`src/rtl/servo_array_ctrl.sv`:
```
// N-channel servo PWM controller: shared 1 us timebase and frame counter, per-channel
// sweep with toggle/freeze, and a valid/ready stream logging post-update positions.
module servo_array_ctrl #(
    parameter int CLK_HZ    = 50_000_000,
    parameter int N_CH      = 4,
    parameter int PERIOD_US = 20000,
    parameter int MIN_US    = 1000,
    parameter int MAX_US    = 2000,
    parameter int STEP_US   = 10
) (
    input  logic            mclk,
    input  logic            rst,
    input  logic [N_CH-1:0] toggle,
    input  logic [N_CH-1:0] freeze,
    output logic [N_CH-1:0] pwm,
    output logic [N_CH-1:0] dir,
    output logic [15:0]     log_data,
    output logic            log_valid,
    input  logic            log_ready,
    output logic            log_overrun
);
    localparam int DIV = CLK_HZ / 1_000_000;
    localparam int PW  = (DIV > 1) ? $clog2(DIV) : 1;
    localparam int IW  = (N_CH > 1) ? $clog2(N_CH) : 1;
    localparam logic [11:0]        MID    = 12'((MIN_US + MAX_US) / 2);
    localparam logic signed [15:0] MIN_S  = 16'(MIN_US);
    localparam logic signed [15:0] MAX_S  = 16'(MAX_US);
    localparam logic signed [15:0] STEP_S = 16'(STEP_US);

    // Returns {dir, pos}: one step in direction up, clamped to the limits, which also
    // force the direction so the sweep bounces off each end.
    function automatic logic [12:0] step_clamp(input logic [11:0] p, input logic up);
        logic signed [15:0] nxt;
        nxt = $signed({4'b0000, p}) + (up ? STEP_S : -STEP_S);
        if (nxt >= MAX_S)
            step_clamp = {1'b0, 12'(MAX_US)};
        else if (nxt <= MIN_S)
            step_clamp = {1'b1, 12'(MIN_US)};
        else
            step_clamp = {up, nxt[11:0]};
    endfunction

    logic [PW-1:0]   psc_q, psc_d;
    logic [14:0]     fcnt_q, fcnt_d;
    logic            tick, frame_start;
    logic [N_CH-1:0] tog_s1_q, tog_s2_q, tog_s3_q, pend_eff;
    logic [N_CH-1:0] pend_q, pend_d, dir_q, dir_d, pwm_q, pwm_d;
    logic [11:0]     pos_q [N_CH];
    logic [11:0]     pos_d [N_CH];
    logic [11:0]     shadow_q [N_CH];
    logic [11:0]     shadow_d [N_CH];
    logic [11:0]     snap_q [N_CH];
    logic [11:0]     snap_d [N_CH];
    logic [IW-1:0]   idx_q, idx_d, idx_nxt;
    logic            lvalid_q, lvalid_d, ovr_q, ovr_d;
    logic [15:0]     ldata_q, ldata_d;

    assign tick        = (psc_q == PW'(DIV - 1));
    assign frame_start = tick && (fcnt_q == 15'(PERIOD_US - 1));
    assign pend_eff    = pend_q | (tog_s2_q & ~tog_s3_q);
    assign idx_nxt     = idx_q + IW'(1);

    always_comb begin
        psc_d  = tick ? '0 : psc_q + PW'(1);
        fcnt_d = fcnt_q;
        if (tick)
            fcnt_d = frame_start ? '0 : fcnt_q + 15'd1;
    end

    // Shadow takes the pre-update position so the width is constant for a whole frame.
    always_comb begin
        pend_d = pend_eff;
        dir_d  = dir_q;
        pwm_d  = '0;
        for (int i = 0; i < N_CH; i++) begin
            pos_d[i]    = pos_q[i];
            shadow_d[i] = shadow_q[i];
            if (frame_start) begin
                shadow_d[i] = pos_q[i];
                if (!freeze[i]) begin
                    {dir_d[i], pos_d[i]} = step_clamp(pos_q[i], dir_q[i] ^ pend_eff[i]);
                    pend_d[i] = 1'b0;
                end
            end
            pwm_d[i] = (fcnt_q < {3'b000, shadow_q[i]});
        end
    end

    // A frame start during an active burst is dropped; the burst keeps its own snapshot.
    always_comb begin
        lvalid_d = lvalid_q;
        idx_d    = idx_q;
        ldata_d  = ldata_q;
        snap_d   = snap_q;
        ovr_d    = 1'b0;
        if (lvalid_q && log_ready) begin
            if (idx_q == IW'(N_CH - 1)) begin
                lvalid_d = 1'b0;
            end else begin
                idx_d   = idx_nxt;
                ldata_d = {4'(idx_nxt), snap_q[idx_nxt]};
            end
        end
        if (frame_start) begin
            if (lvalid_q) begin
                ovr_d = 1'b1;
            end else begin
                lvalid_d = 1'b1;
                idx_d    = '0;
                snap_d   = pos_d;
                ldata_d  = {4'd0, pos_d[0]};
            end
        end
    end

    always_ff @(posedge mclk) begin
        if (rst) begin
            psc_q    <= '0;
            fcnt_q   <= '0;
            tog_s1_q <= '0;
            tog_s2_q <= '0;
            tog_s3_q <= '0;
            pend_q   <= '0;
            dir_q    <= '1;
            pwm_q    <= '0;
            idx_q    <= '0;
            lvalid_q <= 1'b0;
            ldata_q  <= '0;
            ovr_q    <= 1'b0;
            for (int i = 0; i < N_CH; i++) begin
                pos_q[i]    <= MID;
                shadow_q[i] <= MID;
            end
        end else begin
            psc_q    <= psc_d;
            fcnt_q   <= fcnt_d;
            tog_s1_q <= toggle;
            tog_s2_q <= tog_s1_q;
            tog_s3_q <= tog_s2_q;
            pend_q   <= pend_d;
            dir_q    <= dir_d;
            pwm_q    <= pwm_d;
            idx_q    <= idx_d;
            lvalid_q <= lvalid_d;
            ldata_q  <= ldata_d;
            ovr_q    <= ovr_d;
            pos_q    <= pos_d;
            shadow_q <= shadow_d;
        end
    end

    always_ff @(posedge mclk) begin
        snap_q <= snap_d;
    end

    assign pwm         = pwm_q;
    assign dir         = dir_q;
    assign log_data    = ldata_q;
    assign log_valid   = lvalid_q;
    assign log_overrun = ovr_q;
endmodule

```
`config.mk`:
```
export PLATFORM = sky130hd
export DESIGN_NAME = servo_array_ctrl
export DESIGN_NICKNAME = d
export VERILOG_FILES = /design/src/rtl/servo_array_ctrl.sv
export SDC_FILE = /design/constraint.sdc
export NUM_CORES = 1
export LEC_CHECK = 0
export ABC_AREA = 0
export BUFFER_PORTS_ARGS = -buffer_cell sky130_fd_sc_hd__buf_2
export CORE_MARGIN = 4
export CORE_UTILIZATION = 50
export DETAILED_ROUTE_END_ITERATION = 12
export GPL_TIMING_DRIVEN = 0
export PLACE_DENSITY = 0.66
export SYNTH_ARGS = -nofsm -noshare
export SYNTH_HDL_FRONTEND = slang
export SYNTH_SLANG_ARGS = --single-unit
```
`constraint.sdc`:
```
create_clock -name mclk -period 12 [get_ports mclk]
set_input_delay 0.6 -clock mclk [delete_from_list [all_inputs] [get_ports mclk]]
set_output_delay 0.6 -clock mclk [all_outputs]
set_load 0.02 [all_outputs]
```
* Word level (Yosys, flattened, before mapping)
Cells that the tools add are included.
Cells by class: divide/modulo/power cells 0, shift operators 0, $mul 0, muxes and demuxes 45, reduce and logical (&&, ||, !) cells 9, magnitude comparators 13, eq/ne operators 3, bitwise gates (word level) 14, add/subtract/negate cells 7
Operator list (count):
- $mux W16 | 8
- $mux W12 | 10
- $mux W13 | 8
- $add A13 B16 Y16 | 4
- $ge A16 B12 Y1 const B | 4
- $le A16 B11 Y1 const B | 4
- $lt A15 B12 Y1 | 4
- $bmux W12 S2 | 1
- $add A15 B1 Y15 const B | 1
- $eq A15 B15 Y1 const B | 1
- $mux W15 | 1
- $mux W1 | 13
- $reduce_and A2 Y1 | 5
- $mux W2 | 4
- $add A6 B1 Y6 const B | 1
- $eq A6 B6 Y1 const B | 1
- $not A1 Y1 | 6
- $and A4 B4 Y4 | 1
- $not A4 Y4 | 1
- $or A4 B4 Y4 | 1
- $reduce_or A2 Y1 | 2
- $xor A1 B1 Y1 | 4
- $ge A3 B3 Y1 const B | 1
- $not A2 Y3 | 1
- other kinds (3) | 4
Word-level totals: bits of input ports 11, logic and storage cells 118, register bits 209, bits in latches 0, output and inout bits 26, memories kept 0, memory bits (read-only) 0, RAM bits 0

* Longest topological paths before layout
Gate-level depths: netlist (run 1).
word-level depth 13, depth in mapped cells 16, depth with buffers taken out 15

* Least setup slack after synthesis (run 1)
OpenSTA, ideal clock, no wires.
path kind reg2reg, start point register dir_q[0], in the netlist dir[0], end point register snap_q[37] (netlist name), data pin, period minus slack after synthesis 3.871 ns, path slack 8.129 ns, library setup time 0.259 ns, stages on the path, launching flop included 16, arrival time 3.612 ns, path buffers 1, required time 11.741 ns, cells stage by stage dfxtp_1 -> o21ai_0 -> buf_2 -> nand2_1 -> inv_1 -> xnor2_1 -> ha_1 -> o21a_1 -> or2_2 -> a2111o_1 -> and3_4 -> a311oi_2 -> a21bo_2 -> a32oi_4 -> nor3_2 -> or2_1
RTL lines:
- start: declaration | line 47 | logic [N_CH-1:0] pend_q, pend_d, dir_q, dir_d, pwm_q, pwm_d;
- start signal: assignment | line 141 | dir_q <= dir_d;
- end signal: assignment | line 153 | snap_q <= snap_d;
- end: declaration | line 52 | logic [11:0] snap_q [N_CH];

==> run metrics, run 1 <==
status=completed; mux share of post-synthesis cell area=roughly 4.1%; Post-DP HPWL=25,400 µm; initial antenna violation count=0; H-tree depth=1; share of Yosys cell area claimed by the top area cell type=26.9%; FP Rows=56; non-filler cells, final=around 1,700; TritonCTS Sinks=209; sw frac=24.9%; first-pass GRT wire length=52,600 µm; Post-synth EDFFs=between 40 and 50; WP buf/inv=3; Post-Synth Simple-Gate Area=18.7%; crit path DAT=4940 ps; Resized cells post-CTS=0; XOR/XNOR share of the synthesized area=3.00%; final setup vio count=0; Reg area=0.00466 mm²; CP startpoint=tog_s3_q[2]$_SDFF_PP0_; Async S/R FF share, synth=0%; Placed Cells=between 1,500 and 2,000; Clock transition at path regs=60 ps; Fin Hold WS=roughly 290 ps; global route overflow=0; R2R Setup Slk=7300 ps; commonest cells in the synthesized netlist=dfxtp_1 (161), nand2_1 (159), a21oi_1 (92); P per Cell Area=around 120 mW/mm²; port buffer count=36; Final Hold Viols=0; Int Power=1.23 mW; Nets=1,506; synth top area cells=dfxtp_1 (27%), edfxtp_1 (12%), ha_1 (9.3%), nand2_1 (5.0%), a21oi_1 (3.8%); final cycle utilization of the critical path=39.1%; initial core utilization=50.9%; Synth Area in Compound Gates=21.0%; drt wl/cell=~19 µm; Fmax achieved=213 MHz; DR vias=10,200; Critical Path Start Type=register; WL final=33,400 µm; Chip Width=163 µm; final core occ=56.9%; crit-path max FO=16; GPL Wtd Cong=0.914; switching pwr=407 µW; setup TNS=0 ps; I/O pins=37; fin worst setup slack=7300 ps; initial drt markers=758; Syn. warnings=0; Syn Area/Cell=just under 9 µm²; adder-cell area share of the yosys netlist=around a tenth; post-DR vias/cell=5.87; hold depth=2; top-count cell post-synth=dfxtp_1; Top FF cell, synth=dfxtp_1; # DRC=0; FF-to-FF End=snap_q[19]$_DFFE_PP_; CP top delay family=simple AND/OR/NAND/NOR gates; worst path cell trace=inv_1 -> a21oi_1 -> xnor2_1 -> clkinv_1 -> ha_1 -> clkbuf_1 -> a21oi_1 -> nor2b_1 -> nor3_1 -> a21oi_1 -> xnor2_1 -> nor4b_1 -> o31a_1 -> a21o_1 -> nand2_1; Synth Instances=1,340; Period minus WS final=4700 ps; Hold Path End=tog_s1_q[1]$_SDFF_PP0_; maxcap violations=0; Logic pwr share=11.8%; Die Ht=163 µm; Yosys top cell by area=dfxtp_1; Fill cells=approximately 2,100; CTS root buf=clkbuf_16; main combinational cell family by area after synthesis=compound AO/OA/AOI/OAI gates; Post-CTS Setup Bufs=0; Max-slew headroom=between 40% and 50%; CTS buffer count=23; worst endpoint required time=~12,000 ps; Post-Synthesis Cell Area=0.0120 mm²; share of the yosys chip area belonging to registers=38.9%; maximum vdd drop=0.0000797 V; diode count=0; register bit total from synthesis=roughly 210; Core Area=between 0.02 and 0.025 mm²; CP max-delay cell=clkinv_1; reg-to-reg critical path startpoint=tog_s3_q[2]$_SDFF_PP0_; vias in the first global route=approximately 9,700; worst hold path startpoint=toggle[1]; RSZ-0062 raised after global routing=no; area growth from synthesis to layout=11.7%; clk_skew=23.6 ps; Clk pwr share=about 44%; Slew Viols, Final=0; Slew @ Worst Pin=896 ps; CTS max path bufs=3; share of cells above drive strength 1=9.01%; footprint of the multi-input gates=between 0.006 and 0.007 mm²; net count after synthesis=1,443; # hold bufs at CTS=0; DP Worst Slack=between 7000 and 8000 ps; Routed Antenna Nets=0; largest net degree at the start of global routing=31; CP Class=register to register; cell mode on critical path=a21oi_1; crit end category=register; drt first pass iters=5; worst skew pair latency=520 ps; All-Layer GR Usage=around 25%; worst r2r path cells=15; Tightest Hold Check Type=input port to register; sequential power share=44.1%; die area=0.0265 mm²; Lkg Pwr=~5.5 nW; Worst path max stage delay=between 600 and 700 ps; number of distinct library cells after synthesis=88; CTS tree=yes
routing by layer:
layer	GRT usage [%]	wire, µm	share of wire (%)
met5	0	0	0
met4	7.85	999	3.0
met3	3.57	2030	6.1
met2	40.7	15400	46
met1	34.4	15000	45
worst max path at each step:
stage,slack [ps],cells after the start,endpoint
3_5_place_dp,7410,13,snap_q[29]$_DFFE_PP_
3_3_place_gp,6270,9,log_data[6]$_SDFF_PP0_
4_1_cts,7380,13,snap_q[29]$_DFFE_PP_
6_report,7300,15,snap_q[19]$_DFFE_PP_
5_1_grt,6900,14,snap_q[29]$_DFFE_PP_
2_1_floorplan,8130,15,snap_q[37]$_DFFE_PP_
registers in the layout (all words and copies together), names as in the netlist:
| register | cells |
|---|---|
| dir | 4 |
| tog_s1_q | 4 |
| snap_q | 48 |
| pwm | 4 |
| psc_q | 6 |
| shadow_q | 48 |
| pend_q | 4 |
| tog_s2_q | 4 |
| log_data | 16 |
| tog_s3_q | 4 |
| idx_q | 2 |
| pos_q | 48 |
| log_overrun | 1 |
| fcnt_q | 15 |
| log_valid | 1 |
cells by family (layout without fill, tap and decap cells):
kind of cell,after synthesis,count (layout)
flip-flops,209,209
adder cells (fa/ha/maj),92,92
AND/OR/NAND/NOR,458,458
buffers and inverters,141,221
multiplexers,33,33
AO/OA/AOI/OAI,366,366
XOR/XNOR,41,41
final cells by class:
class,instances,share of cell area (%)
multi-input combinational,990,50.7
sequential,209,34.8
clock buffer,34,5.13
tap,319,2.98
inverter,84,2.36
buffer,57,1.70
timing repair buffer,38,1.55
clock inverter,8,0.738
power groups by stage:
stage | clock network, mW | logic (mW) | registers (mW)
2_1_floorplan | 0 | 0.146 | 0.738
3_3_place_gp | 0 | 0.187 | 0.737
3_5_place_dp | 0 | 0.189 | 0.737
4_1_cts | 0.731 | 0.190 | 0.722
5_1_grt | 0.766 | 0.215 | 0.722
6_report | 0.721 | 0.193 | 0.722
cells in the final DEF (no fill, tap or decap), types with 25 or more instances in the layout:
| master | synthesis | layout |
|---|---|---|
| dfxtp_1 | 161 | 161 |
| nand2_1 | 159 | 159 |
| a21oi_1 | 92 | 92 |
| ha_1 | 89 | 89 |
| nor2_1 | 86 | 86 |
| inv_1 | 82 | 82 |
| o21ai_0 | 54 | 54 |
| edfxtp_1 | 48 | 48 |
| clkbuf_1 | 44 | 47 |
| buf_2 | 4 | 40 |
| o211ai_1 | 39 | 39 |
| nor3_1 | 38 | 38 |
| nand3_1 | 29 | 29 |
| a21o_1 | 29 | 29 |
| nand2b_1 | 28 | 28 |
| xnor2_1 | 25 | 25 |
stage by stage:
stage / cell area (µm²) / power [mW]
6_report: 13400 / 1.64
5_1_grt: 13400 / 1.70
4_1_cts: 13400 / 1.64
3_5_place_dp: 12600 / 0.926
3_3_place_gp: 12600 / 0.924
2_1_floorplan: 12000 / 0.884
(Power assumes the default switching activity.)
==> inputs of run 2 (changes only) <==
--- a/config.mk
+++ b/config.mk
@@ -11,7 +11,7 @@
 export CORE_UTILIZATION = 50
 export DETAILED_ROUTE_END_ITERATION = 12
 export GPL_TIMING_DRIVEN = 0
-export PLACE_DENSITY = 0.66
+export PLACE_DENSITY = 0.69
 export SYNTH_ARGS = -nofsm -noshare
 export SYNTH_HDL_FRONTEND = slang
 export SYNTH_SLANG_ARGS = --single-unit
==> constraint.sdc (replaced) <==
create_clock -name mclk -period 4.25 [get_ports mclk]
set_input_delay 0.2125 -clock mclk [delete_from_list [all_inputs] [get_ports mclk]]
set_output_delay 0.2125 -clock mclk [all_outputs]
set_load 0.02 [all_outputs]
==> run 2 against run 1 <==
  * Via count down 0.11%
  * Core utilization up 0.75 points
  * Critical path depth down 1
  * Sequential cell count unchanged
  * First-iteration DRC count down 7.8%
  * Sequential power rose to 2.8 times the previous value
  * Register-to-register slack worse by 7100 ps
  * Critical endpoint is now snap_q[26]$_DFFE_PP_
  * Design area up 1.3%
  * Fmax up 15%
==> run metrics, run 2 (synthesized netlist as in run 1, its figures left out) <==
worst r2r path cells=14 (-1); Tightest Hold Check Type=input port to register; largest net degree at the start of global routing=31 (unchanged); switching pwr=1.18 mW (+190%); sw frac=26.0% (+1.1 points); Worst Setup EP=snap_q[26]$_DFFE_PP_; crit end category=register; area growth from synthesis to layout=13.2%; FP Rows=56 (unchanged); footprint of the multi-input gates=0.00692 mm² (+2.0%); Routed Antenna Nets=0 (unchanged); port buffer count=36 (unchanged); share of cells above drive strength 1=10.9% (+1.9 points); maxcap violations=0 (unchanged); Logic pwr share=12.8% (+1.0 points); Die Ht=163 µm (unchanged); Slew @ Worst Pin=929 ps (+33.1 ps); Placed Cells=1,697 (unchanged); P per Cell Area=336 mW/mm² (+170%); sequential power share=44.7% (+0.6 points); non-filler cells, final=1,747 (+0.46%); diode count=0 (unchanged); Int Power=3.37 mW (+170%); All-Layer GR Usage=24.6% (-0.30 points); CTS tree=yes; GR Util met3=3.54% (-0.025 points); die area=0.0265 mm² (unchanged); worst path cell trace=inv_1 -> a21oi_1 -> xnor2_2 -> clkinvlp_4 -> buf_4 -> ha_1 -> o21ai_0 -> or4b_2 -> o2111ai_1 -> o31ai_1 -> o31ai_2 -> nand4_1 -> or3_1 -> nand2_1; R2R Setup Slk=170 ps (-7130 ps); # DRC=0 (unchanged); Post-DP Area=0.0126 mm² (unchanged); Core Area=0.0235 mm² (unchanged); CTS root buf=clkbuf_16; post-route cell area=0.0136 mm² (+1.3%); initial drt markers=699 (-7.8%); Clock transition at path regs=60 ps (about the same); CP startpoint=tog_s3_q[1]$_SDFF_PP0_; initial antenna violation count=0 (unchanged); worst skew pair latency=510 ps (about the same); CP max-delay cell=or4b_2; GPL Wtd Cong=0.900 (-1.6%); I/O pins=37 (unchanged); Post-DP HPWL=25,100 µm (-1.2%); Chip Width=163 µm (unchanged); Fin Hold WS=97.5 ps (-188 ps); CTS max path bufs=3 (unchanged); crit path DAT=4420 ps (-520 ps); commonest non-fill, non-tap cell in the layout=dfxtp_1; Worst path max stage delay=650 ps (+30 ps); FF-to-FF End=snap_q[26]$_DFFE_PP_; final core occ=57.6% (+0.75 points); H-tree depth=1 (unchanged); worst endpoint required time=4600 ps (-7650 ps); clk_skew=18.9 ps (-4.66 ps); Final Hold Viols=0 (unchanged); Period minus WS final=4080 ps (-621 ps); final setup vio count=0 (unchanged); TritonCTS Sinks=209 (unchanged); Critical Path Start Type=register; Reg area=0.00466 mm² (unchanged); WL final=33,400 µm (-0.20%); Fmax achieved=245 MHz (+15%); global route overflow=0 (unchanged); Slew Viols, Final=0 (unchanged); DR vias=10,200 (-0.11%); vias in the first global route=9,486 (-1.8%); first-pass GRT wire length=51,800 µm (-1.5%); DP Worst Slack=-315 ps (-7730 ps); Nets=1,515 (+0.60%); met2 usage=38.5% (-2.2 points); fin worst setup slack=175 ps (-7130 ps); met1 usage=34.1% (-0.28 points); reg-to-reg critical path startpoint=tog_s3_q[1]$_SDFF_PP0_; CP Class=register to register; most frequent cells in the layout=dfxtp_1 (161), nand2_1 (157), a21oi_1 (90), ha_1 (88), nor2_1 (85); Fill cells=2,176 (+1.5%); Lkg Pwr=5.59 nW (+0.79%); Regs by FF count=pos_q: 48 flops, shadow_q: 48 flops, snap_q: 48 flops; final cycle utilization of the critical path=95.9% (+57 points); crit-path max FO=8 (-8); drt wl/cell=19.1 µm (-0.66%); post-DR vias/cell=5.84 (-0.57%); GRT busiest layer=met2; Clk pwr share=42.5% (-1.6 points); maximum vdd drop=0.000229 V (+190%); drt first pass iters=5 (unchanged); initial core utilization=50.9% (unchanged); status=completed; CTS buffer count=22 (-4.3%); Max-slew headroom=38.1% (-2.2 points)
[run 2: area by class of cell]
| cell class | count | area share [%] |
|---|---|---|
| plain buffers | 57 | 1.70 |
| clock buffers | 27 | 4.34 |
| clock inverters | 13 | 1.04 |
| inverters | 84 | 2.37 |
| multi-input cells | 990 | 51.0 |
| flip-flops and latches | 209 | 34.4 |
| well taps | 319 | 2.94 |
| repair buffers | 48 | 2.19 |
[run 2: worst min-delay path by stage]
| stage | start | endpoint | slack (ps) | cells after the start |
|---|---|---|---|---|
| after floorplan | toggle[0] | tog_s1_q[0]$_SDFF_PP0_ | 340 | 1 |
| after global placement | tog_s1_q[2]$_SDFF_PP0_ | tog_s2_q[2]$_SDFF_PP0_ | 420 | 1 |
| after detailed placement | tog_s1_q[0]$_SDFF_PP0_ | tog_s2_q[0]$_SDFF_PP0_ | 430 | 1 |
| after CTS | log_ready | log_valid$_SDFF_PP0_ | 80 | 4 |
| after global routing | log_ready | log_valid$_SDFF_PP0_ | 100 | 4 |
| final | log_ready | log_valid$_SDFF_PP0_ | 100 | 4 |
[run 2: routing by layer]
metal | vias to the layer above | share of wire, %
met5 | - | 0
met4 | 0 | 4.6
met3 | 74 | 6.1
met2 | 299 | 44
met1 | 4787 | 45
li1 | 5034 | -
[run 2: through the flow]
stage | total power [mW] | setup TNS [ps]
global placement | 2.61 | -75770
detailed placement | 2.62 | -11570
global route | 4.75 | -22.7
finish | 4.55 | 0
CTS | 4.56 | 0
floorplan | 2.50 | 0
[run 2: worst max-delay path: cells and delay by family (launching register included)]
kind / cells / cell delay (ps)
AO/OA/AOI/OAI: 5 / 1250
XOR/XNOR: 1 / 190
adder cells (fa/ha/maj): 1 / 370
buffers and inverters: 3 / 310
flip-flops: 1 / 300
AND/OR/NAND/NOR: 4 / 1470
[run 2: power by group through the flow]
stage / clock network (mW) / logic (mW) / registers, mW
3_3_place_gp: 0 / 0.527 / 2.08
2_1_floorplan: 0 / 0.413 / 2.08
5_1_grt: 2.07 / 0.643 / 2.04
3_5_place_dp: 0 / 0.534 / 2.08
6_report: 1.94 / 0.581 / 2.04
4_1_cts: 1.97 / 0.553 / 2.04
[run 2: what timing repair did]
action | CTS | global route
resized for setup | 15 | 21
buffers inserted | 4 | 2
endpoints found under the setup margin | 78 | 90
hold endpoints to repair | 4 | 0
hold buffers | 4 | 0
pin swaps | 1 | 4
==> inputs of run 3 (changes only) <==
--- a/config.mk
+++ b/config.mk
@@ -7,11 +7,14 @@
 export LEC_CHECK = 0
 export ABC_AREA = 0
 export BUFFER_PORTS_ARGS = -buffer_cell sky130_fd_sc_hd__buf_2
+export CELL_PAD_IN_SITES_DETAIL_PLACEMENT = 0
+export CELL_PAD_IN_SITES_GLOBAL_PLACEMENT = 1
 export CORE_MARGIN = 4
-export CORE_UTILIZATION = 50
+export CORE_UTILIZATION = 49
+export CTS_CLUSTER_DIAMETER = 150
 export DETAILED_ROUTE_END_ITERATION = 12
 export GPL_TIMING_DRIVEN = 0
-export PLACE_DENSITY = 0.69
+export PLACE_DENSITY_LB_ADDON = 0.1
 export SYNTH_ARGS = -nofsm -noshare
 export SYNTH_HDL_FRONTEND = slang
 export SYNTH_SLANG_ARGS = --single-unit
==> constraint.sdc (replaced) <==
create_clock -name mclk -period 4.42 [get_ports mclk]
set_input_delay 0.221 -clock mclk [delete_from_list [all_inputs] [get_ports mclk]]
set_output_delay 0.221 -clock mclk [all_outputs]
set_load 0.02 [all_outputs]
==> run 3 against run 2 <==
  * Sequential power down 4%
  * Clock power decreased by 3%
  * Worst setup slack improved by 74 ps
  * Sequential cell count did not move
  * Global-route usage up 1.2 points
  * First-iteration DRC count up 20%
  * Design area down 0.60%
==> run metrics, run 3 (synthesized netlist as in run 1, its figures left out) <==
R2R Setup Slk=250 ps (+70 ps); Fill cells=2,211 (+1.6%); Worst path max stage delay=650 ps (about the same); crit-path max FO=15 (+7); worst path cell trace=inv_1 -> a21oi_2 -> xnor2_2 -> inv_4 -> ha_1 -> o21ai_0 -> or4b_2 -> o2111ai_1 -> o31ai_1 -> nor4bb_1 -> nand4bb_1 -> nand4_1 -> nand2_1 -> and2_1; All-Layer GR Usage=25.9% (+1.2 points); Max-slew headroom=33.2% (-4.8 points); CTS tree=yes; die area=0.0270 mm² (+1.9%); Fin Hold WS=53.9 ps (-43.6 ps); Regs by FF count=pos_q: 48 flops, shadow_q: 48 flops, snap_q: 48 flops; Core Area=0.0238 mm² (+0.89%); Final Hold Viols=0 (unchanged); Tightest Hold Check Type=input port to register; CP top delay family=simple AND/OR/NAND/NOR gates; CP Class=register to register; first-pass GRT wire length=54,300 µm (+4.9%); crit path DAT=4420 ps (about the same); status=completed; global route overflow=0 (unchanged); Slew Viols, Final=0 (unchanged); post-DR vias/cell=5.81 (-0.37%); final cycle utilization of the critical path=94.4% (-1.5 points); GPL Wtd Cong=0.876 (-2.7%); initial core utilization=50.5% (-0.45 points); vias in the first global route=9,491 (+0.053%); Routed Antenna Nets=0 (unchanged); port buffer count=36 (unchanged); worst endpoint required time=4670 ps (+70 ps); area growth from synthesis to layout=12.5%; # DRC=0 (unchanged); Nets=1,512 (-0.20%); Die Ht=164 µm (+0.96%); commonest non-fill, non-tap cell in the layout=dfxtp_1; drt first pass iters=5 (unchanged); I/O pins=37 (unchanged); initial antenna violation count=0 (unchanged); Fmax achieved=240 MHz (-2.3%); final setup vio count=0 (unchanged); setup TNS=0 ps (unchanged); largest net degree at the start of global routing=32 (+3.2%); maximum vdd drop=0.000288 V (+26%); Post-DP HPWL=26,000 µm (+3.9%); WP buf/inv=2 (-1); Chip Width=164 µm (+0.96%); H-tree depth=1 (unchanged); CP max-delay cell=or4b_2; CTS root buf=clkbuf_16; DR vias=10,200 (-0.43%); WL final=35,000 µm (+4.8%); crit end category=register; final core occ=56.8% (-0.85 points); TritonCTS Sinks=209 (unchanged); worst skew pair latency=530 ps (+20 ps); CTS max path bufs=3 (unchanged); Lkg Pwr=5.57 nW (-0.28%); maxcap violations=0 (unchanged); initial drt markers=836 (+20%); share of cells above drive strength 1=10.0% (-0.90 points); P per Cell Area=326 mW/mm² (-2.9%); FP Rows=56 (unchanged); Critical Path Start Type=register; clk_skew=28.3 ps (+9.39 ps); Slew @ Worst Pin=1000 ps (+72.7 ps); Clock transition at path regs=60 ps (about the same); drt wl/cell=20.0 µm (+4.9%); most frequent cells in the layout=dfxtp_1 (161), nand2_1 (157), a21oi_1 (90), ha_1 (89), nor2_1 (86); RSZ-0062 raised after global routing=no; CTS buffer count=24 (+9.1%); Period minus WS final=4170 ps (+95.7 ps)
[run 3: cell types whose count changed in the layout (fill, tap and decap cells not counted), sizes merged]
cell	delta
buf	-6
bufinv	-1
clkbuf	+6
clkinv	+1
clkinvlp	-1
diode	+1
inv	-1
[run 3: final cells by class]
class,count,area [µm²],area share [%]
multi-input cells,990,6860,50.9
flip-flops and latches,209,4660,34.6
clock buffers,32,651,4.83
well taps,319,399,2.96
inverters,84,320,2.38
repair buffers,43,255,1.89
plain buffers,57,230,1.71
clock inverters,11,97.6,0.724
diodes,1,2.50,0.0186
[run 3: stage by stage]
step / worst slack (ps) / cells / total power, mW / instance area, µm²
floorplan: 549 / 1340 / 2.40 / 12000
global placement: -1810 / 1695 / 2.52 / 12600
detailed placement: -285 / 1697 / 2.52 / 12600
CTS: 23.9 / 1744 / 4.40 / 13400
global route: 0.0844 / 1745 / 4.56 / 13500
finish: 249 / 1746 / 4.39 / 13500
[run 3: what timing repair did]
action / CTS / global route
resized for setup: 6 / 18
hold buffers: 4 / 0
pin swaps: 0 / 1
endpoints found under the setup margin: 51 / 90
setup buffers: 0 / 1
endpoints found under the hold margin: 4 / 0
[run 3: layer usage]
metal  vias up  track usage [%]  wire length, µm
li1       5028                -                -
met1      4852             37.4            16500
met2       243             42.4            16200
met3        27             3.34             1930
met4         0             4.42              423
met5         -                0                0
[run 3: path summary, 6_finish.rpt]
path | startpoint | to | depth (start not counted)
setup / recovery | tog_s3_q[1]$_SDFF_PP0_ | snap_q[24]$_DFFE_PP_ | 14
hold / removal | log_ready | log_valid$_SDFF_PP0_ | 4
setup reg to reg | tog_s3_q[1]$_SDFF_PP0_ | snap_q[24]$_DFFE_PP_ | 14
hold reg to reg | tog_s1_q[2]$_SDFF_PP0_ | tog_s2_q[2]$_SDFF_PP0_ | 1
[run 3: tightest hold or removal path, delay by kind of cell]
kind,cells,cell delay [ps]
AOI/OAI and AO/OA,1,60
buffers and inverters,1,140
and+or+nand+nor,2,120
[run 3: power breakdown]
| part | internal [mW] | switching (mW) | leakage, nW |
|---|---|---|---|
| Clock | 1.10 | 0.794 | 0.361 |
| Sequential | 1.95 | 0.00480 | 1.76 |
| Combinational | 0.198 | 0.348 | 3.45 |
| Total | 3.25 | 1.15 | 5.57 |
